**config.mk**
```make
export PLATFORM = sky130hd
export DESIGN_NAME = sb_frame_serializer
export DESIGN_NICKNAME = d
export VERILOG_FILES = /design/src/rtl/sb_frame_serializer.sv
export SDC_FILE = /design/constraint.sdc
export NUM_CORES = 1
export LEC_CHECK = 0
export BUFFER_PORTS_ARGS = -buffer_cell sky130_fd_sc_hd__buf_2
export CORE_AREA = 2 2 45 57
export DETAILED_ROUTE_END_ITERATION = 7
export DIE_AREA = 0 0 47 59
export PLACE_DENSITY = 0.73
export SYNTH_ARGS = -nofsm -noshare
export SYNTH_HDL_FRONTEND = slang
export SYNTH_SLANG_ARGS = --single-unit
```
**constraint.sdc**
```tcl
create_clock -name clk -period 2.3 [get_ports clk]
set_input_delay 0.575 -clock clk [delete_from_list [all_inputs] [get_ports clk]]
set_output_delay 0.575 -clock clk [all_outputs]
set_load 0.01 [all_outputs]
```
**src/rtl/sb_frame_serializer.sv**
```systemverilog
// sb_frame_serializer: framed sideband transmit serializer with a one-word hold register
module sb_frame_serializer #(
   parameter int DATA_W     = 8,
   parameter int START_BITS = 1,
   parameter int STOP_BITS  = 1,
   parameter bit LSB_FIRST  = 1'b1,
   parameter int CLK_DIV    = 1
) (
   input  logic              clk,
   input  logic              rst,
   input  logic [1:0]        link_state,
   input  logic [DATA_W-1:0] in_data,
   input  logic              in_valid,
   output logic              in_ready,
   output logic              ser_out,
   output logic              busy,
   output logic              frame_done
);
   localparam int FRAME_W = START_BITS + DATA_W + STOP_BITS;
   localparam int CNT_W   = $clog2(FRAME_W);
   localparam int DIV_W   = CLK_DIV > 1 ? $clog2(CLK_DIV) : 1;
   typedef enum logic [1:0] {OFF, IDLE, SHIFT} state_t;
   state_t             state;
   logic [DATA_W-1:0]  hold, data_ord;
   logic               hold_valid;
   logic [FRAME_W-1:0] shreg, frame;
   logic [CNT_W-1:0]   bit_cnt;
   logic [DIV_W-1:0]   div_cnt;
   logic               link_up, div_end, last_bit, frame_end, load;
   always_comb begin
      data_ord = '0;
      for (int i = 0; i < DATA_W; i++) data_ord[i] = LSB_FIRST ? hold[i] : hold[DATA_W-1-i];
   end
   // frame[0] is the first bit on the line
   assign frame     = {{STOP_BITS{1'b1}}, data_ord, {START_BITS{1'b0}}};
   assign link_up   = link_state == 2'd1 || link_state == 2'd2;
   assign div_end   = div_cnt == DIV_W'(CLK_DIV - 1);
   assign last_bit  = bit_cnt == CNT_W'(FRAME_W - 1);
   assign frame_end = state == SHIFT && div_end && last_bit;
   assign load      = link_state == 2'd2 && hold_valid && (state == IDLE || frame_end);
   assign in_ready  = state != OFF && !hold_valid;
   always_ff @(posedge clk) begin
      if (rst || !link_up) begin
         state      <= OFF;
         ser_out    <= 1'b0;
         busy       <= 1'b0;
         frame_done <= 1'b0;
         hold_valid <= 1'b0;
         shreg      <= '0;
         bit_cnt    <= '0;
         div_cnt    <= '0;
      end else begin
         frame_done <= frame_end;
         if (in_valid && in_ready) begin
            hold       <= in_data;
            hold_valid <= 1'b1;
         end
         if (load) begin
            state      <= SHIFT;
            busy       <= 1'b1;
            ser_out    <= frame[0];
            shreg      <= frame >> 1;
            bit_cnt    <= '0;
            div_cnt    <= '0;
            hold_valid <= 1'b0;
         end else if (state == SHIFT && !div_end) begin
            div_cnt <= div_cnt + DIV_W'(1);
         end else if (state == SHIFT && !last_bit) begin
            div_cnt <= '0;
            bit_cnt <= bit_cnt + CNT_W'(1);
            ser_out <= shreg[0];
            shreg   <= shreg >> 1;
         end else begin
            // OFF wake-up, idle line, or frame finished with nothing to reload
            state   <= IDLE;
            busy    <= 1'b0;
            ser_out <= 1'b1;
         end
      end
   end
endmodule
```
# Word-level counts from Yosys, hierarchy flattened

Index checks and enable logic that the tools add are counted.

Flip-flop bits (word level): 28
Output and inout port bits: 4
Input port bits: 13

Equality and inequality tests: 7
Bitwise logic cells: 4
Reductions and logical operators: 23
Add/sub/neg operators: 2
Multiplexer cells: 12

Operator list:

| cell                                                             | number |
|---|---|
| 9-bit two-way mux                                                | 3 |
| 2-bit AND reduction                                              | 5 |
| 1-bit logical AND                                                | 8 |
| 1-bit two-way mux                                                | 6 |
| 2-bit two-way mux                                                | 3 |
| 2-bit nonzero test                                               | 3 |
| 4-bit by 1-bit adder with 4-bit output (second input constant)   | 1 |
| 2-bit by 1-bit == test with 1-bit output (second input constant) | 2 |
| 2-bit == test (second input constant)                            | 2 |
| 4-bit == test (second input constant)                            | 1 |
| 2-bit inequality test (second input constant)                    | 2 |
| 1-bit NOT                                                        | 4 |
| 1-bit zero test                                                  | 3 |
| 1-bit logical OR                                                 | 3 |
| 2-bit OR reduction                                               | 1 |
| 1-bit adder (second input constant)                              | 1 |

# Depth between registers and ports, before layout

Gate-level depths: netlist (run 1).

Depth in word-level cells: 7
Gate-level depth with buffers: 7

# Least setup slack after synthesis (run 1)

No wires, ideal clock.

Path type: input-to-reg
Start: input link_state[0]
End: register hold[0], in the netlist data_ord[0] (enable)
Cell stages on the path: 5
Library setup time: 332 ps
Data arrival time: 1673 ps
Required time: 1968 ps
Slack: 295 ps
Cells stage by stage: inv_1 -> ha_1 -> nor2_1 -> clkbuf_1 -> and3_1

Cells in the longest elaborated chain, start to end: 6

Ends and longest elaborated chain:

| what                                                                      | line | RTL |
|---|---|---|
| start: declaration                                                        | 11   | `input logic [1:0] link_state,` |
| 2-bit by 1-bit == test with 1-bit output or 2-bit == test (tied branches) | 36   | `assign link_up = link_state == 2'd1 \|\| link_state == 2'd2;` |
| 1-bit logical OR *                                                        | 36   |  |
| 1-bit zero test *                                                         | 43   | `if (rst \|\| !link_up) begin` |
| 1-bit logical OR *                                                        | 43   |  |
| 1-bit NOT (no source line) *                                              | --   |  |
| 2-bit AND reduction (no source line) *                                    | --   |  |
| end signal: assignment                                                    | 55   | `hold <= in_data;` |
| end: declaration                                                          | 24   | `logic [DATA_W-1:0] hold, data_ord;` |

Mark *: on every way between the ends. The rest lies on a longest branch, timed or not.
A chain may end at the register's enable or synchronous reset.

==> results_dict.tcl, run 1 <==
set metrics [dict create \
    finalHoldViolCount 0 \
    first_pass_iters 4 \
    crit_path_start_kind "flip-flop" \
    leakage_nw 0.526 \
    grt_max_degree 17 \
    path_class "reg2out" \
    fillers 189 \
    synthCells 103 \
    die_w_um 47 \
    clock_latency_ns 0.32 \
    fin_crit_ns 1.80 \
    syn_area_per_cell_um2 11.2 \
    cp.required_ns 1.73 \
    cts_setup_buffers 0 \
    place_ws_ns 0.275 \
    min_from "in_data[0]" \
    final_util 0.606 \
    worst_slew_pin_slew_ns 0.539 \
    die_h_um 59 \
    cts_tree "built" \
    synth_edf_count 8 \
    setup-tns-final_ns 0 \
    final.period_utilization 0.784 \
    fin_area_um2 1330 \
    crit_fanout 9 \
    synth-seq-cells 27 \
    area_growth_syn_to_layout_pct 14.7 \
    finalSetupViolCount 0 \
    ys.warnings.count 0 \
    cp.arrival_ns 1.23 \
    r2r-start "bit_cnt[0]" \
    place_inst 152 \
    holdPathEnd "data_ord[0]" \
    totalWireLength_um 1920 \
    die_area_um2 2770 \
    wl_per_cell_um 12.3 \
    synth_nets 119 \
    clock_sinks 27 \
    fin_cells 156 \
    layout_common_cells "19 x dfxtp_1, 16 x and2_1, 16 x buf_2, 9 x nor2_1" \
    hold_depth 1 \
    layout-drive-gt1-share 0.288 \
    vias_per_cell 5.28 \
    clk_root_buffer_cell "clkbuf_4" \
    placed_cell_area_um2 1290 \
    initial_core_util 0.528 \
    hold_class "in2reg" \
    drc 0 \
    power.density_nw_per_um2 570 \
    layout.area.seq_um2 621 \
    cts_hold_buf 0 \
    clock_skew_ns 0.0119 \
    reg2reg_slack_ns 0.56 \
    antenna_found_initial 0 \
    n_antenna_cell 0 \
    finalMaxSlewViolations 0 \
    htree_levels 1 \
    multi_input_area_um2 514 \
    synthFlopType "dfxtp_1" \
    clockBufferDepth 2 \
    vdd_drop_max_uv 430 \
    grt_pass1_wl_um 3350 \
    max_freq_mhz 554 \
    path_clk_slew_ns 0.16 \
    overflow 0 \
    place.gp.congestion 0.868 \
    grt_util_all_layers 0.166 \
    synth_cell_type_count 33 \
    io_buffers 16 \
    cap_violations 0 \
    numCtsBuffers 3 \
    core_um2 2190 \
    ys_seq_area_frac 0.537 \
    final_common_cell "dfxtp_1" \
    num-nets-final 142 \
    grt_pass1_vias 785 \
    slew_headroom 0.638 \
    worstReg2RegEnd "shreg[7]" \
    ios 17 \
    drt_iter0_markers 12 \
    rsz0062_at_grt "no" \
    dp_hpwl_um 1450 \
    syn_area_um2 1150 \
    cts_resized 0 \
    rows 19 \
    vias 824 \
    cp-startpoint "busy" \
    async_reset_ff_frac 0 \
    layout_setup_ws_ns 0.496 \
    status "finished, final reports clean" \
    antenna_left 0 \
    end_kind "primary output" \
    reg2reg_depth 6 \
]
[cells by family after synthesis]
family / share of synthesized area
xor+xnor: 0.0228
buf+inv: 0.0173
fa+ha+maj: 0.0325
compound gates: 0.146
flops: 0.537
simple gates: 0.244
[power breakdown]
| group | internal (W) | switching, W |
|---|---|---|
| logic | 0.0000212 | 0.0000247 |
| registers | 0.000496 | 0.00000388 |
| clock network | 0.0000664 | 0.000143 |
| total | 0.000583 | 0.000172 |
[metrics by stage]
step                hold WS, ns  power [W]
global placement          0.462   0.000555
floorplan                 0.452   0.000533
detailed placement        0.463   0.000556
CTS                       0.404   0.000765
finish                    0.410   0.000755
global route              0.385   0.000787
[routing by layer]
| metal | GRT usage | share of wire | vias up |
|---|---|---|---|
| met5 | 0 | 0 | - |
| met4 | 0.0556 | 0.014 | 0 |
| met3 | 0.0274 | 0.032 | 2 |
| met2 | 0.276 | 0.51 | 17 |
| met1 | 0.215 | 0.44 | 388 |
| li1 | - | - | 417 |
[final cells by class]
type,instances,area share
Sequential cell,27,0.468
Multi-Input combinational cell,71,0.388
Timing Repair Buffer,20,0.0831
Tap cell,31,0.0293
Clock buffer,3,0.0170
Inverter,3,0.00850
Clock inverter,1,0.00567
[critical path, cell delays in order (launching register included)]
cell     delay (ns)
dfxtp_1        0.52
nor2_1         0.07
nor2_1         0.16
buf_2          0.16
[Yosys cell counts, drive strengths merged, types with 2 or more instances]
cell,count,area share
dfxtp,19,0.33
and2,16,0.087
nor2,9,0.029
a221o,8,0.078
edfxtp,8,0.21
a21oi,4,0.017
and3,3,0.017
ha,3,0.033
inv,3,0.0098
nand2,3,0.0098
nor3,3,0.013
o21ai,3,0.013
nand2b,2,0.011
nor3b,2,0.023
xor2,2,0.015
[state kept, by name (all words and copies together), names as in the netlist]
name,count
data_ord,8
div_cnt,1
frame_done,1
ser_out,1
state,1
shreg,9
bit_cnt,4
busy,1
hold_valid,1
[how the worst max path moves through the flow]
stage | to | slack (ns)
floorplan | data_ord[0] | 0.30
global placement | shreg[3] | 0.31
detailed placement | shreg[3] | 0.27
CTS | in_ready | 0.49
global route | in_ready | 0.41
finish | in_ready | 0.50
(Power assumes the default switching activity.)
==> run 2: changes to the inputs <==
- clock period: 2.3 -> 1.9 ns (I/O delays scaled with it)
==> run 2 against run 1 <==
Clock skew shrank 0.0076 ns. Via count grew 2.1%. Core utilization grew 1.1 points. Largest cell class unchanged.
==> results_dict.tcl, run 2 (same netlist as run 1, synthesis figures left out) <==
set metrics [dict create \
    hold_depth 1 \
    ios 17 \
    setup-tns-final_ns 0 \
    n_antenna_cell 0 \
    area_growth_syn_to_layout_pct 16.8 \
    grt_pass1_wl_um 3540 \
    fin_crit_ns 1.80 \
    antenna_found_initial 0 \
    cp_slowest_stage_delay_ns 0.40 \
    finalMaxSlewViolations 0 \
    grt_pass1_vias 843 \
    cts_resized 0 \
    slew_headroom 0.624 \
    cp_num_buf_inv 2 \
    finalSetupViolCount 0 \
    slowest_stage "dfxtp_1" \
    place.gp.congestion 0.856 \
    layout_common_cells "19 x dfxtp_1, 16 x and2_1, 16 x buf_2, 9 x nor2_1" \
    die_h_um 59 \
    io_buffers 16 \
    wl_per_cell_um 12.3 \
    final_common_cell "dfxtp_1" \
    clockBufferDepth 2 \
    fillers 192 \
    multi_input_area_um2 515 \
    cts_setup_buffers 0 \
    clock_latency_ns 0.32 \
    reg2reg_slack_ns 0.10 \
    worstReg2RegEnd "shreg[6]" \
    grt_util_all_layers 0.173 \
    dp_hpwl_um 1450 \
    cp.arrival_ns 2.03 \
    grt_max_degree 17 \
    largest_reg_flops 9 \
    cts_tree "built" \
    vdd_drop_max_uv 615 \
    path_class "reg2reg" \
    finalHoldViolCount 0 \
    hold_class "in2reg" \
    numCtsBuffers 3 \
    power.density_nw_per_um2 679 \
    core_um2 2190 \
    num-nets-final 145 \
    vias 841 \
    critPathTopFamily "compound AO/OA/AOI/OAI gates" \
    first_pass_iters 4 \
    layout-drive-gt1-share 0.313 \
    clock_sinks 27 \
    initial_core_util 0.528 \
    crit_path_start_kind "flip-flop" \
    max_freq_mhz 556 \
    status "finished, final reports clean" \
    rsz0062_at_grt "yes" \
    clock_skew_ns 0.00434 \
    min_from "in_data[4]" \
    path_clk_slew_ns 0.15 \
    cap_violations 0 \
    overflow 0 \
    reg2reg_depth 7 \
    r2r-start "bit_cnt[1]" \
    worst_slew_pin_slew_ns 0.561 \
    end_kind "flip-flop" \
    placed_cell_area_um2 1320 \
    final.period_utilization 0.947 \
    crit_chain "inv_1 -> ha_1 -> and3b_1 -> a2bb2oi_2 -> nor4_4 -> buf_4 -> a221o_2" \
    cp.required_ns 2.13 \
    p_total_w 0.000916 \
    htree_levels 1 \
    vias_per_cell 5.29 \
    holdPathEnd "data_ord[4]" \
    antenna_left 0 \
    die_area_um2 2770 \
    die_w_um 47 \
    crit_fanout 8 \
    drt_iter0_markers 13 \
    totalWireLength_um 1960 \
    leakage_nw 0.539 \
    layout.area.seq_um2 621 \
    final_util 0.617 \
    rows 19 \
    largest_register "shreg" \
    drc 0 \
    clk_root_buffer_cell "clkbuf_4" \
    fin_area_um2 1350 \
]
## run 2: cell type report
type | count | area share
Tap cell | 31 | 0.0288
Clock buffer | 3 | 0.0167
Inverter | 3 | 0.00835
Sequential cell | 27 | 0.460
Multi-Input combinational cell | 71 | 0.382
Timing Repair Buffer | 23 | 0.0983
Clock inverter | 1 | 0.00557
## run 2: report_power, final
part	internal [W]	leakage, nW	switching, W
Combinational	0.0000282	0.300	0.0000317
Clock	0.0000804	0.0139	0.000171
Sequential	0.000600	0.226	0.00000480
Total	0.000708	0.539	0.000208
## run 2: through the flow
step / hold WS [ns] / cells / setup slack (ns)
floorplan: 0.452 / 103 / 0.0642
finish: 0.313 / 159 / 0.101
global route: 0.285 / 159 / -0.0205
detailed placement: 0.467 / 155 / 0.0622
global placement: 0.463 / 155 / 0.0957
CTS: 0.310 / 159 / 0.0892
## run 2: how the worst max path moves through the flow
stage                              from     endpoint  cells after the start
after floorplan           link_state[0]  data_ord[0]                      5
after global placement    link_state[0]     shreg[3]                      8
after detailed placement  link_state[0]     shreg[0]                      8
after CTS                    bit_cnt[1]     shreg[3]                      7
after global routing         bit_cnt[1]     shreg[6]                      7
final                        bit_cnt[1]     shreg[6]                      7
## run 2: metal layers
layer  global-route usage  part of all wire
met3               0.0183             0.032
met5                    0                 0
met4               0.0476            0.0087
met2                0.282              0.49
met1                0.242              0.47
## run 2: repair_timing
item                                    in CTS  in global routing
endpoints found under the setup margin       0                  7
hold buffers                                 0                  0
endpoints found under the hold margin        0                  0
